## src/rtl/intr_ctrl.sv

```systemverilog
// Purpose : edge-latched, maskable, fixed-priority interrupt controller for a single-issue core.
// Latency : line rises before edge E0 -> pend at E0 -> intr_req after E1 (line enabled, glob_ie=1, idle).
// Backpressure: one request outstanding; intr_req/intr_vec hold until intr_ack (or glob_ie drops); no nesting.
//
// Ports:
//   clk, rst            clock; synchronous active-low reset
//   in_intp[N_IRQ]      raw edge-triggered interrupt lines
//   glob_ie             global interrupt enable from the core
//   en_we, en_wdata     per-line enable mask write port
//   intr_ack, intr_done core handshake pulses (accepted / ISR finished)
//   intr_req, intr_vec  prioritized request and its line index
//   pend, en_mask, busy status visible to the core
module intr_ctrl #(
    parameter int N_IRQ = 18,
    parameter int VEC_W = 5
) (
    input  logic             clk,
    input  logic             rst,
    input  logic [N_IRQ-1:0] in_intp,
    input  logic             glob_ie,
    input  logic             en_we,
    input  logic [N_IRQ-1:0] en_wdata,
    input  logic             intr_ack,
    input  logic             intr_done,
    output logic             intr_req,
    output logic [VEC_W-1:0] intr_vec,
    output logic [N_IRQ-1:0] pend,
    output logic [N_IRQ-1:0] en_mask,
    output logic             busy
);

    typedef enum logic [1:0] {
        IDLE    = 2'd0,
        REQ     = 2'd1,
        SERVICE = 2'd2
    } state_t;

    state_t             state_q;
    state_t             state_nxt;

    logic [N_IRQ-1:0]   in_prev;
    // Cleared by reset, set on the first edge after reset release. Lines that
    // are already high when reset lifts load into in_prev during that first
    // cycle instead of being seen as fresh rising edges.
    logic               arm_q;

    logic [N_IRQ-1:0]   rise;
    logic [N_IRQ-1:0]   eligible;
    logic               any_elig;
    logic [VEC_W-1:0]   top_idx;

    logic               req_nxt;
    logic [VEC_W-1:0]   vec_nxt;
    logic               busy_nxt;
    logic [N_IRQ-1:0]   pend_clr;
    logic [N_IRQ-1:0]   pend_nxt;

    // Lowest set index wins; scanning downward lets the last hit be the lowest.
    function automatic logic [VEC_W-1:0] lowest_idx(input logic [N_IRQ-1:0] v);
        logic [VEC_W-1:0] idx;
        idx = '0;
        for (int i = N_IRQ - 1; i >= 0; i--) begin
            if (v[i]) begin
                idx = VEC_W'(i);
            end
        end
        return idx;
    endfunction

    assign rise     = arm_q ? (in_intp & ~in_prev) : '0;
    assign eligible = pend & en_mask;
    assign any_elig = |eligible;
    assign top_idx  = lowest_idx(eligible);

    // Set beats clear so an event arriving with the ack of the same line survives.
    assign pend_nxt = (pend & ~pend_clr) | rise;

    // State and datapath registers.
    always_ff @(posedge clk) begin
        if (!rst) begin
            state_q  <= IDLE;
            in_prev  <= '0;
            arm_q    <= 1'b0;
            pend     <= '0;
            en_mask  <= '0;
            intr_req <= 1'b0;
            intr_vec <= '0;
            busy     <= 1'b0;
        end else begin
            state_q  <= state_nxt;
            in_prev  <= in_intp;
            arm_q    <= 1'b1;
            pend     <= pend_nxt;
            if (en_we) begin
                en_mask <= en_wdata;
            end
            intr_req <= req_nxt;
            intr_vec <= vec_nxt;
            busy     <= busy_nxt;
        end
    end

    // Next-state logic.
    always_comb begin
        state_nxt = state_q;
        case (state_q)
            IDLE: begin
                if (glob_ie && any_elig) begin
                    state_nxt = REQ;
                end
            end
            REQ: begin
                // Ack has priority over a simultaneous glob_ie drop.
                if (intr_ack) begin
                    state_nxt = SERVICE;
                end else if (!glob_ie) begin
                    state_nxt = IDLE;
                end
            end
            SERVICE: begin
                if (intr_done) begin
                    state_nxt = IDLE;
                end
            end
            default: state_nxt = IDLE;
        endcase
    end

    // Output / datapath-update logic.
    always_comb begin
        req_nxt  = intr_req;
        vec_nxt  = intr_vec;
        busy_nxt = busy;
        pend_clr = '0;
        case (state_q)
            IDLE: begin
                if (glob_ie && any_elig) begin
                    req_nxt = 1'b1;
                    vec_nxt = top_idx;
                end
            end
            REQ: begin
                // intr_vec stays frozen here even if a higher-priority line
                // arrives or the requested line is masked off.
                if (intr_ack) begin
                    req_nxt  = 1'b0;
                    busy_nxt = 1'b1;
                    for (int i = 0; i < N_IRQ; i++) begin
                        pend_clr[i] = (intr_vec == VEC_W'(i));
                    end
                end else if (!glob_ie) begin
                    req_nxt = 1'b0;
                end
            end
            SERVICE: begin
                if (intr_done) begin
                    busy_nxt = 1'b0;
                end
            end
            default: begin
                req_nxt  = 1'b0;
                busy_nxt = 1'b0;
            end
        endcase
    end

endmodule

```

## config.mk

```make
export PLATFORM = sky130hd
export DESIGN_NAME = intr_ctrl
export DESIGN_NICKNAME = d
export VERILOG_FILES = /design/src/rtl/intr_ctrl.sv
export SDC_FILE = /design/constraint.sdc
export NUM_CORES = 1
export LEC_CHECK = 0
export BUFFER_PORTS_ARGS = -buffer_cell sky130_fd_sc_hd__buf_2
export CAP_MARGIN = 20
export CORE_MARGIN = 2
export CORE_UTILIZATION = 33
export CTS_CLUSTER_SIZE = 40
export DETAILED_ROUTE_END_ITERATION = 8
export PLACE_DENSITY = 0.54
export SYNTH_ARGS = -nofsm -noshare
export SYNTH_HDL_FRONTEND = slang
export SYNTH_SLANG_ARGS = --single-unit
export TNS_END_PERCENT = 10
```

## constraint.sdc

```tcl
create_clock -name clk -period 1.4 [get_ports clk]
set_input_delay 0.42 -clock clk [delete_from_list [all_inputs] [get_ports clk]]
set_output_delay 0.42 -clock clk [all_outputs]
set_load 0.02 [all_outputs]
```

# Yosys cells after proc, flatten, opt, wreduce, memory -nomap -nowiden
# Cells that the tools add are included.
# word_totals
reg_bits	64
input_bits	42
output_inout_bits	43
word_cells	81
# op_classes
n_eq_ne	23
n_mux	34
bitwise	8
reduce_logical	8
# op_table
operator	n
two-way mux 5 bit	18
AND 18 bit	3
two-way mux 18 bit	3
== test 5 x 4 -> 1 bit (second input constant)	8
inverter 18 bit	2
== test 5 x 3 -> 1 bit (second input constant)	4
bitwise OR 18 bit	1
OR reduction 18 bit	1
== test 5 x 2 -> 1 bit (second input constant)	2
== test 5 bit (second input constant)	2
AND reduction 3 bit	3
two-way mux 2 bit	4
two-way mux 1 bit	6
!= test 2 bit (second input constant)	3
one-hot mux 1 bit (3 select lines)	2
one-hot mux 2 bit (3 select lines)	1
== test 5 x 1 -> 1 bit (second input constant)	1
logical NOT 5 bit	1
!= test 3 bit (second input constant)	1
== test 2 x 1 -> 1 bit (second input constant)	1
== test 2 bit (second input constant)	1
logical NOT 2 bit	1
inverter 1 bit	2
AND reduction 2 bit	1
logical AND 1 bit	1

# Logic depth before layout (Yosys ltp)
# logic_depth
word_depth	19
depth_mapped	5
mapped_depth_nobuf	5

# Worst setup path before layout
# OpenSTA, ideal clock, no wires.
# synth_path
path_type	register to register
startpoint	reg pend[10]
endpoint	reg state_q[0]
setup_ps	116
arrival_ps	1394
required_time_ps	1284
slack_ps	-111
path_stages_with_launch	5
n_path_buf	0
synth_period_minus_slack_ps	1511
cell_sequence	dfxtp_1 a22oi_2 nand4_2 or3_4 o211a_1
# synth_between
elab_chain_cells	5
# synth_lines
item	line	text
start, declared	27	output logic [N_IRQ-1:0] pend,
start signal, assigned	93	pend <= pend_nxt;
AND 18 bit	71	assign eligible = pend & en_mask;
OR reduction 18 bit	72	assign any_elig = |eligible;
logical AND 1 bit	108	if (glob_ie && any_elig) begin
!= test 2 bit (no line)	n/a	
AND reduction 3 bit (no line)	n/a	
end signal, assigned	90	state_q <= state_nxt;
end, declared	38	state_t state_q;
# No other way between the ends.
# A chain may end at the register's enable or synchronous reset.

# Worst setup path after layout
# layout_path
startpoint	reg pend[9]
endpoint	reg state_q[0]
# Same word-level chain as after synthesis.

==> results.ini <==
[critical_path]
cpPeakStageDelay_ns=0.43
crit_family=simple AND/OR/NAND/NOR gates
cp.required_ns=1.63
worstSetupEndpointType=flip-flop
worstPathMaxFanout=3
worstRegToRegCells=4
rrSetupSlack_ns=-0.07
worstSetupPathDepth=4
crit_buf_inv=0
crit_path_end=state_q[0]
r2r_start=pend[9]
critPathLaunchType=flip-flop
path_cells=a22oi_2, nand4_2, or3_4, o211a_1
slowest_stage=or3_4
cp-startpoint=pend[9]
rr_endpoint=state_q[0]
critPathKind=flip-flop to flip-flop
critPathArrivalTime_ns=1.70

[yosys]
synth-warning-count=0
synth_top_cell_by_area=dfxtp_1
syn_avg_cell_area_um2=9.963
synthFlopType=dfxtp_1
syn_nets=310
ys_async_sr_fraction_pct=0
syn_area_mm2=0.002670
yosysMostFrequentCell=dfxtp_1
ys_ff_latch=64
ys_types=40
synth_top_area_share_pct=47.99
netlist_instances=268
ys_seq_area_share_pct=47.99
synth_edf_count=0
synth_area_leaders=dfxtp_1 48%, mux2i_1 7.1%, nand3b_1 5.1%
synthTopCellsByCount=64 x dfxtp_1, 21 x o21ai_0, 20 x and2_1, 20 x nor2b_1

[clock_network]
clockBufferDepth=2
cts_tree=yes
cts_buffers=9
cts_max_level=3
path_clk_slew_ns=0.07
worstSkewPairLatency_ns=0.33
ctsHoldBuffers=0
ctsRootBufferMaster=clkbuf_8
cts.sinks=64

[die]
die_h_um=93.95
io_pins=85
fp.dieArea_mm2=0.008827
start_util_pct=34.38
rows=32
die_width_um=93.95
core_mm2=0.007767

[drt]
via_per_inst=4.810
avgRoutedWirePerCell_um=15.18
first_pass_iters=4
antenna_left=0
post-route-drc-count=0
num_vias=2429
first_iter_violations=86
drt_wl_total_mm=7.664

[power_and_ir_drop]
power-per-cell-area_mw_per_mm2=1109
ir_drop_uv=597.1
p_total_mw=4.474
p_leak_nw=1.788

[sta]
setup_violations=7
fin_crit_ns=1.473
timing.fmax_mhz=678.9
slew_viol_final=0
final.setup.worst_slack_ns=-0.07294
setup_tns_ns=-0.3096
post-route-period-util_pct=105.2
max-slew-margin-rel_pct=64.57
max_slew.worst_pin.slew_ns=0.5314
hold_viol=0
fin_worst_skew_ns=0.008214
rsz0062_at_grt=yes

[grt]
grt_pass1_wl_mm=11.84
grt_max_degree=36
grt_antenna_before_repair=0
grt_pass1_vias=2318
grt.overflow.total=0
grt_usage_pct=17.69

[job]
cap_violations=0

[hold_path]
hp-class=input port to flip-flop

[layout]
drive_above_1_share_pct=50.37
antennaDiodeCount=0
fin_nets=440
syn2layout_area_growth_pct=51.03

[place]
io_buffers=84
dp_hpwl_mm=5.919
gp_congestion=0.7988

[status]
violations=negative setup slack
status=finished with violations

metal layers:
layer | GRT usage [%] | routed length (µm) | vias to the layer above | part of all wire (%)
li1 | - | - | 1225 | -
met1 | 24.98 | 3634 | 1118 | 47
met2 | 26.79 | 3458 | 78 | 45
met3 | 3.210 | 425 | 8 | 5.5
met4 | 6.763 | 146 | 0 | 1.9
met5 | 0 | 0 | - | 0
kinds of logic after synthesis:
logic type | share of synthesized area [%]
flops | 47.99
mux | 7.123
buf+inv | 1.921
compound gates | 19.92
simple gates | 23.06
through the flow:
step / instance area, µm² / setup WS [ns] / instances / hold slack (ns) / utilization, %
after floorplan: 2693 / -0.05765 / 268 / 0.4477 / -
after global placement: 3563 / -0.06431 / 488 / 0.4761 / 45.88
after detailed placement: 3563 / -0.1019 / 488 / 0.4757 / 45.88
after CTS: 3871 / -0.06657 / 504 / 0.2819 / 49.84
after global routing: 4033 / -0.1435 / 505 / 0.2877 / 51.92
final: 4033 / -0.07294 / 505 / 0.2977 / 51.92
how the worst min path moves through the flow:
stage	from	to	cells after the start
5_1_grt	in_intp[4]	in_prev[4]	2
3_3_place_gp	in_prev[16]	pend[16]	2
4_1_cts	in_intp[4]	in_prev[4]	2
6_report	in_intp[7]	in_prev[7]	2
2_1_floorplan	rst	arm_q	0
3_5_place_dp	in_prev[16]	pend[16]	2
layout by cell type (no fill, tap or decap), types with 2 or more instances in the layout:
cell type  count
and2_1        20
a22oi_1        2
a21oi_1        3
a31oi_1        4
dfxtp_2       30
nand3b_1      18
a222oi_1       2
a32o_1         2
dfxtp_1       30
buf_12         2
a21o_1         2
a22o_1         2
buf_2         55
a22oi_2        6
nand2b_1       6
nand3_1        3
dfxtp_4        4
buf_4         48
mux2i_1       19
nor2b_1       20
clkbuf_8      10
clkinv_4       3
o21ai_2        2
o21ai_0       17
buf_6         26
a21boi_0      15
nand2_1       19
nand4_2        2
o21ai_1        3
nand3_2        3
a21boi_1       3
repair_timing:
item	in CTS	in global routing
buffers inserted	0	1
pin swaps	1	7
gates resized for setup	41	52
endpoints found under the setup margin	31	49
cloned	0	0
sequential cells by signal, summed over array words and instances, names as in the netlist:
name      flops
state_q       2
intr_vec      5
intr_req      1
en_mask      18
busy          1
in_prev      18
arm_q         1
pend         18
report_power, final:
group | total (mW) | internal [mW] | switching (mW)
combinational | 0.829 | 0.426 | 0.404
clock | 1.61 | 0.876 | 0.734
sequential | 2.03 | 1.94 | 0.0932
final cells by class:
cell class / count / area (µm²)
Timing Repair Buffer: 131 / 968.4
Fill cell: 739 / 3735
Clock buffer: 10 / 137.6
Clock inverter: 6 / 68.82
Sequential cell: 64 / 1334
Multi-Input combinational cell: 191 / 1393
Tap cell: 102 / 127.6
Inverter: 1 / 3.754
(Power assumes the default switching activity.)
